File: src/rtl/adc_spi_responder.sv
// Serial-clocked model of an 8-channel 12-bit SPI ADC (ADC128S022-style framing).
// The address decoded in one frame selects the sample returned in the next.
module adc_spi_responder #(
  parameter int NUM_CH    = 8,
  parameter int DATA_W    = 12,
  parameter int FRAME_LEN = 16
) (
  input  logic                     c1m,
  input  logic                     rst_n,
  input  logic                     CS_n,
  input  logic                     DIN,
  output logic                     DOUT,
  input  logic [NUM_CH*DATA_W-1:0] ch_data,
  input  logic                     pattern_en,
  output logic                     frame_done,
  output logic [2:0]               last_addr,
  output logic [8:0]               frame_cnt
);

  localparam int CNT_W = $clog2(FRAME_LEN);
  localparam logic [CNT_W-1:0] LAST_BIT = CNT_W'(FRAME_LEN - 1);
  localparam logic [CNT_W-1:0] LEAD_BITS = CNT_W'(FRAME_LEN - DATA_W);

  logic [CNT_W-1:0]  bit_cnt;
  logic [CNT_W-1:0]  bit_idx;
  logic [2:0]        addr_next;
  logic [2:0]        addr_cur;
  logic [DATA_W-1:0] shift_reg;
  logic [DATA_W-1:0] load_word;
  logic [2:0]        load_addr;
  logic [8:0]        load_cnt;
  logic [8:0]        frame_cnt_inc;
  logic              frame_end;
  logic              dout_next;

  // One load path serves both the end-of-frame load and the idle reload.
  always_comb begin
    frame_end     = !CS_n && (bit_cnt == LAST_BIT);
    frame_cnt_inc = frame_cnt + 9'd1;
    load_addr     = frame_end ? addr_next : addr_cur;
    load_cnt      = frame_end ? frame_cnt_inc : frame_cnt;
    load_word     = '0;
    if (pattern_en) begin
      load_word = DATA_W'({load_addr, load_cnt});
    end else if (int'(load_addr) < NUM_CH) begin
      load_word = ch_data[int'(load_addr)*DATA_W +: DATA_W];
    end
  end

  always_ff @(posedge c1m or negedge rst_n) begin
    if (!rst_n) begin
      bit_cnt    <= '0;
      addr_next  <= '0;
      addr_cur   <= '0;
      shift_reg  <= '0;
      frame_cnt  <= '0;
      last_addr  <= '0;
      frame_done <= 1'b0;
    end else if (CS_n) begin
      bit_cnt    <= '0;
      addr_next  <= '0;
      shift_reg  <= load_word;
      frame_done <= 1'b0;
    end else begin
      bit_cnt    <= frame_end ? '0 : bit_cnt + 1'b1;
      frame_done <= frame_end;
      if (bit_cnt == CNT_W'(2)) addr_next[2] <= DIN;
      if (bit_cnt == CNT_W'(3)) addr_next[1] <= DIN;
      if (bit_cnt == CNT_W'(4)) addr_next[0] <= DIN;
      if (frame_end) begin
        addr_cur  <= addr_next;
        last_addr <= addr_next;
        frame_cnt <= frame_cnt_inc;
        shift_reg <= load_word;
      end
    end
  end

  // Word is held static during the frame and indexed by position, MSB at p=4.
  always_comb begin
    bit_idx   = LAST_BIT - bit_cnt;
    dout_next = 1'b0;
    if (!CS_n && (bit_cnt >= LEAD_BITS)) begin
      dout_next = shift_reg[bit_idx];
    end
  end

  always_ff @(negedge c1m or negedge rst_n) begin
    if (!rst_n) begin
      DOUT <= 1'b0;
    end else begin
      DOUT <= dout_next;
    end
  end

endmodule

File: config.mk
export PLATFORM = sky130hd
export DESIGN_NAME = adc_spi_responder
export DESIGN_NICKNAME = d
export VERILOG_FILES = /design/src/rtl/adc_spi_responder.sv
export SDC_FILE = /design/constraint.sdc
export NUM_CORES = 1
export LEC_CHECK = 0
export CAP_MARGIN = 30
export CORE_ASPECT_RATIO = 1.25
export CORE_UTILIZATION = 30
export CTS_BUF_LIST = sky130_fd_sc_hd__clkbuf_2 sky130_fd_sc_hd__clkbuf_4 sky130_fd_sc_hd__clkbuf_8
export DETAILED_ROUTE_END_ITERATION = 8
export MAX_ROUTING_LAYER = met4
export PLACE_DENSITY = 0.66
export SKIP_CTS_REPAIR_TIMING = 1
export SLEW_MARGIN = 25
export SYNTH_ARGS = -nofsm -noshare
export SYNTH_HDL_FRONTEND = slang
export SYNTH_SLANG_ARGS = --single-unit
File: constraint.sdc
create_clock -name c1m -period 2.5 [get_ports c1m]
set_input_delay 0.5 -clock c1m [delete_from_list [all_inputs] [get_ports c1m]]
set_output_delay 0.5 -clock c1m [all_outputs]
set_load 0.05 [all_outputs]
# Word-level counts from Yosys, hierarchy flattened
# Cells that the tools add are included.
[classes]
mul = 1
n_lt_le_gt_ge = 2
n_eq_ne = 4
bitwise_logic = 1
add_sub_neg = 3
muxes = 15
shifts = 1
n_reduce_logical = 8
[ops]
columns = ["cell", "count"]
rows = [
  ["$shiftx 96x8->12", 1],
  ["$mux 12", 3],
  ["$add 9x1->9 const B", 1],
  ["$mux 9", 1],
  ["$eq 4x2->1 const B", 2],
  ["$mux 4", 2],
  ["$reduce_bool 2->1", 4],
  ["$mux 1", 6],
  ["$mux 3", 2],
  ["$lt 4x5->1 const B", 1],
  ["$mul 3x2->5 const B", 1],
  ["$add 4x1->4 const B", 1],
  ["$bmux 1 s4", 1],
  ["$eq 4x3->1 const B", 1],
  ["$eq 4x4->1 const B", 1],
  ["$ge 4x3->1 const B", 1],
  ["$sub 4x4->4 const A", 1],
  ["$logic_and 1x1->1", 2],
  ["$reduce_and 2->1", 1],
  ["$logic_not 1->1", 1],
  ["$not 1->1", 1],
]
[word_totals]
output_inout_bits = 14
wordCells = 45
in_bits = 101
regBits = 36

# Depth between registers and ports, before layout
# Gate-level depths: netlist of the first run.
[logic_depth]
word_depth = 8
ltp_mapped = 10
mapped_depth_nobuf = 9

==> run summary, run 1 <==
max reg flops: 12
Setup crit end kind: flip-flop
deepest clock path buffer count: 2
dominant cell type by area after synthesis: dfrtp_1
syn_nets: 406
PortBufs: 114
Die X: 86.93 microns
share of layout cells above drive strength 1: 18.98%
H-tree depth: 2
total number of vias: 2940
critical path peak fanout: 4
post-synthesis sequential area ratio: 33.30%
FF-to-FF path depth: 4
syn_area_per_cell: 8.987 sq um
Initial Util: 31.09%
Worst Setup SP: bit_cnt[0]
FP Rows: 38
Num CTS Buffers: 5
post-route cell area: 4481 sq um
area grow syn2layout: 65.63%
mapped cell area: 2705 sq um
GRT Resource Usage Total: 19.86%
grt ovf: 0
die footprint: 9403 sq um
HPWL after DPL: 7203 microns
Setup Viol. Count Final: 2
Setup CP Type: reg -> reg
I/O Pins: 115
largest cells by area after synthesis: dfrtp_1, mux2i_1, nand2_1
DR DRC count: 0
reg2reg end: DOUT
Core ar.: 8701 sq um
first-pass GRT wire length: 13960 microns
average wire per standard cell: 15.64 microns
final wirelength: 8960 microns
RR Startpoint: bit_cnt[0]
vias in the first global route: 2957
final worst setup slack: -251.3 ps
Num Clock Sinks: 36
Power Dens Cells: 334.2 nW/um^2
Required @ worst endpoint: 1400 ps
failing checks: negative setup slack
Max Cap Violations: 0
FF-to-FF setup slack: -250 ps
Arr. time, crit path: 1650 ps
synth unique cells: 50
DP Area: 4255 sq um
first drt pass iteration count: 5
Synth Register Bits: 36
Yosys Warn Count: 0
Synth Flop Type: dfrtp_1
largest net degree at the start of global routing: 36
WHS Path Cells: 2
initial antenna violation count: 0
Via-to-Cell Ratio: 5.131
Tightest Hold Check Type: reg -> reg
Yosys top cell area share: 32.38%
peak supply drop: 0.2189 mV
Worst Hold End: last_addr[1]
Routed Antenna Nets: 0
ys async rst share: 100.0%
Critical Path Start Type: flip-flop
# diodes: 0
Post-synth EDFFs: 0
Final Hold Viols: 0
Worst Hold Launch: last_addr[1]
nets@finish: 557
CTS tree: done
outcome: finished with violations
placer congestion estimate: 0.8771
slew margin rel.: 58.29%
Synth Instances: 301
Root Buffer: clkbuf_8
Worst-Margin Slew: 625.6 ps
RSZ-0062 raised after global routing: true
Leak: 1.953 nW
final slew viol count: 0
Non-Filler Instances: 573
initial DRC count: 223
Cells after DPL: 559
Clk Latency, worst-skew pair: 300 ps
Final Skew: 7.340 ps
Die H: 108.2 microns
Clock transition at path regs: 80 ps
[routing by layer]
metal | share of wire (%) | track usage, %
met1 | 41 | 23.03
met2 | 52 | 34.36
met3 | 4.7 | 2.824
met4 | 2.5 | 7.857
met5 | 0 | -
[kinds of logic (layout without fill, tap and decap cells)]
family	Yosys count	in the layout	synth area share, %
buffers and inverters	29	181	5.226
muxes	41	41	18.50
DFF	36	36	33.30
and+or+nand+nor	120	120	21.46
AOI/OAI and AO/OA	61	61	16.42
xor gates and xnor gates	10	10	3.238
adders and majority gates	4	4	1.850
[layout by cell type (no fill, tap or decap), types with 2 or more instances in the layout]
cell,synthesis,routed
a221o_1,6,6
a2111oi_1,1,2
nand3_1,12,12
mux4_2,4,4
xnor2_1,6,6
buf_12,0,3
a32o_1,3,2
clkdlybuf4s50_1,0,112
mux2i_1,32,32
dfrtp_1,35,34
buf_6,2,2
nor2_1,24,22
inv_1,7,7
nor2b_1,4,4
xor2_1,4,4
nand4_1,9,9
nor4_1,3,2
nor3_1,7,7
o22ai_1,6,6
nor2_4,1,2
a222oi_1,4,4
ha_1,4,3
a22oi_1,4,4
clkinv_4,0,2
mux2i_4,3,3
clkbuf_8,0,5
or2_2,3,3
a221oi_1,5,3
o21ai_1,7,7
a31oi_1,2,2
buf_4,1,44
nand2b_1,5,5
a221oi_2,0,2
a21oi_1,15,14
nand2_1,47,47
[metrics by stage]
stage	power [mW]	TNS, ps	hold WS [ps]	worst slack (ps)	utilization (%)
after detailed placement	0.9797	-1846	475.7	-285.1	48.91
after CTS	1.495	-452.7	493.0	-315.6	50.19
after global routing	1.555	-481.7	514.0	-324.0	51.50
after global placement	0.9753	-1182	465.9	-258.7	48.91
after floorplan	0.7451	-295.7	204.4	-295.7	-
final	1.497	-383.9	495.1	-251.3	51.50
[critical path, stage by stage (launching register included)]
cell     delay [ps]
dfrtp_2         410
mux4_2          510
mux2_4          270
a21oi_2         120
nor2_1           50
[cell type report]
class | instances | area (sq um)
flip-flops and latches | 36 | 902.1
clock inverters | 3 | 42.54
well taps | 120 | 150.1
fillers | 811 | 4220
multi-input cells | 236 | 1718
inverters | 10 | 47.55
clock buffers | 5 | 68.82
repair buffers | 163 | 1551
[cells in the mapped netlist (7+ instances only)]
cell,count
a21oi_1,15
buf_2,7
clkbuf_1,8
dfrtp_1,35
inv_1,7
mux2i_1,32
nand2_1,47
nand3_1,12
nand4_1,9
nor2_1,24
nor3_1,7
o21ai_1,7
[report_power, final]
group | switching [mW] | internal [mW] | total (mW)
Clock | 0.226 | 0.295 | 0.521
Sequential | 0.0282 | 0.604 | 0.633
Combinational | 0.114 | 0.230 | 0.344
Total | 0.367 | 1.13 | 1.50
[worst max-delay path by stage]
stage | endpoint | slack [ps] | cells after the start
floorplan | DOUT | -300 | 5
global placement | DOUT | -260 | 4
detailed placement | DOUT | -290 | 4
CTS | DOUT | -320 | 4
global route | DOUT | -320 | 4
finish | DOUT | -250 | 4
Note: power is estimated with default switching activity, not from simulation.
==> run 2, diff against run 1 <==
- MAX_ROUTING_LAYER: met4 -> not set
==> run summary, run 2 (synthesis gave the netlist of run 1 again) <==
critical path peak fanout: 4 (unchanged)
commonest cells after routing, fill and taps aside: clkdlybuf4s50_1, nand2_1, buf_4
Clk Latency, worst-skew pair: 290 ps (about the same)
# diodes: 0 (unchanged)
Routed Antenna Nets: 0 (unchanged)
final wirelength: 8742 microns (-2.4%)
switching share of total power: 24.14% (-0.39 points)
Non-Filler Instances: 568 (-0.87%)
area grow syn2layout: 62.35%
FF-to-FF setup slack: -290 ps (-40 ps)
DR DRC count: 0 (unchanged)
first-pass GRT wire length: 14260 microns (+2.1%)
nets@finish: 552 (-0.90%)
power share of the combinational group: 23.1% (about the same)
GRT Resource Usage Total: 19.50% (-0.36 points)
Arr. time, crit path: 1680 ps (+30 ps)
Tightest Hold Check Type: reg -> reg
Setup Viol. Count Final: 2 (unchanged)
Max stage delay cell, worst path: mux4_2
grt ovf: 0 (unchanged)
H-tree depth: 2 (unchanged)
final slew viol count: 0 (unchanged)
Die H: 108.2 microns (unchanged)
Required @ worst endpoint: 1390 ps (about the same)
Power Dens Cells: 338.8 nW/um^2 (+1.4%)
Worst path max stage delay: 510 ps (about the same)
internal power: 1.129 mW (about the same)
Initial Util: 31.09% (unchanged)
Root Buffer: clkbuf_8
share of layout cells above drive strength 1: 16.74% (-2.2 points)
fillers: 824 (+1.6%)
failing checks: negative setup slack
Num CTS Buffers: 5 (unchanged)
vias in the first global route: 3098 (+4.8%)
Finished Core Util: 50.47% (-1.0 points)
peak supply drop: 0.2157 mV (-1.4%)
Final Hold Viols: 0 (unchanged)
Core ar.: 8701 sq um (unchanged)
Setup crit end kind: flip-flop
Post-Place Setup Slack: -308.7 ps (-23.56 ps)
I/O Pins: 115 (unchanged)
RSZ-0062 raised after global routing: true
Clock Power Share: 34.5% (-0.3 points)
Cells after DPL: 560 (+0.18%)
PortBufs: 114 (unchanged)
FP Rows: 38 (unchanged)
CTS tree: done
largest net degree at the start of global routing: 36 (unchanged)
HPWL after DPL: 7274 microns (+0.98%)
CP Cell Sequence: mux4_2 -> mux2_4 -> a21oi_2 -> nor2_1
max reg flops: 12 (unchanged)
Critical Path Start Type: flip-flop
average wire per standard cell: 15.39 microns (-1.6%)
deepest clock path buffer count: 2 (unchanged)
Die X: 86.93 microns (unchanged)
Via-to-Cell Ratio: 5.079 (-1.0%)
Clock transition at path regs: 70 ps (about the same)
Worst-Margin Slew: 625.8 ps (+0.2067 ps)
sequential share of power: 42.4% (about the same)
Setup CP Type: reg -> reg
slew margin rel.: 58.28% (about the same)
Final Skew: 7.118 ps (-0.2225 ps)
initial DRC count: 141 (-37%)
first drt pass iteration count: 4 (-1)
sw power: 0.3593 mW (-2.2%)
total number of vias: 2885 (-1.9%)
Leak: 1.915 nW (-2.0%)
final worst setup slack: -287.0 ps (-35.74 ps)
Max Cap Violations: 0 (unchanged)
initial antenna violation count: 0 (unchanged)
most common cell after layout, fill and taps aside: clkdlybuf4s50_1
placer congestion estimate: 0.8735 (-0.41%)
die footprint: 9403 sq um (unchanged)
Num Clock Sinks: 36 (unchanged)
outcome: finished with violations
hold_ws: 482.7 ps (-12.36 ps)
[run 2: cell types whose count changed in the layout (fill, tap and decap cells not counted), sizes merged]
cell	previous run	this run
clkinv	3	1
inv	8	10
buf	50	45
clkdlybuf4s50	112	113
dlymetal6s2s	1	0
[run 2: worst paths after layout]
kind / startpoint / end / cells past startpoint
worst max register to register: bit_cnt[0] / DOUT / 4
min in group asynchronous: rst_n / frame_done / 2
max in group asynchronous: rst_n / DOUT / 1
worst min register to register: last_addr[1] / last_addr[1] / 2
worst max-delay path: bit_cnt[0] / DOUT / 4
worst min-delay path: last_addr[1] / last_addr[1] / 2
[run 2: layout make-up]
| class | count | area, sq um | area share, % |
|---|---|---|---|
| multi-input combinational | 236 | 1679 | 38.23 |
| inverter | 10 | 42.54 | 0.9687 |
| clock inverter | 3 | 42.54 | 0.9687 |
| sequential | 36 | 902.1 | 20.54 |
| clock buffer | 5 | 68.82 | 1.567 |
| tap | 120 | 150.1 | 3.419 |
| timing repair buffer | 158 | 1506 | 34.30 |
[run 2: per-stage QoR]
step / total power, mW / instance area (sq um) / TNS [ps]
final: 1.488 / 4392 / -399.9
after global routing: 1.558 / 4392 / -494.1
after CTS: 1.495 / 4374 / -446.7
after detailed placement: 0.9826 / 4263 / -1590
after global placement: 0.9769 / 4263 / -1143
after floorplan: 0.7451 / 2715 / -295.7
[run 2: power groups by stage]
stage | Combinational (mW) | Sequential, mW | Clock (mW)
global route | 0.372 | 0.634 | 0.553
CTS | 0.342 | 0.630 | 0.523
detailed placement | 0.341 | 0.641 | 0
finish | 0.344 | 0.631 | 0.513
floorplan | 0.118 | 0.627 | 0
global placement | 0.337 | 0.640 | 0
[run 2: routing by layer]
metal	up-vias	global-route usage (%)	routed length (microns)
met5	-	0	0
met2	129	34.65	4453
met1	1326	22.85	3550
met3	27	3.664	464
li1	1403	-	-
met4	0	7.857	275
[run 2: worst max-delay path, delay by kind of cell (launching register included)]
family / cells / cell delay [ps]
and+or+nand+nor: 1 / 60
DFF: 1 / 410
muxes: 2 / 790
AOI/OAI and AO/OA: 1 / 140
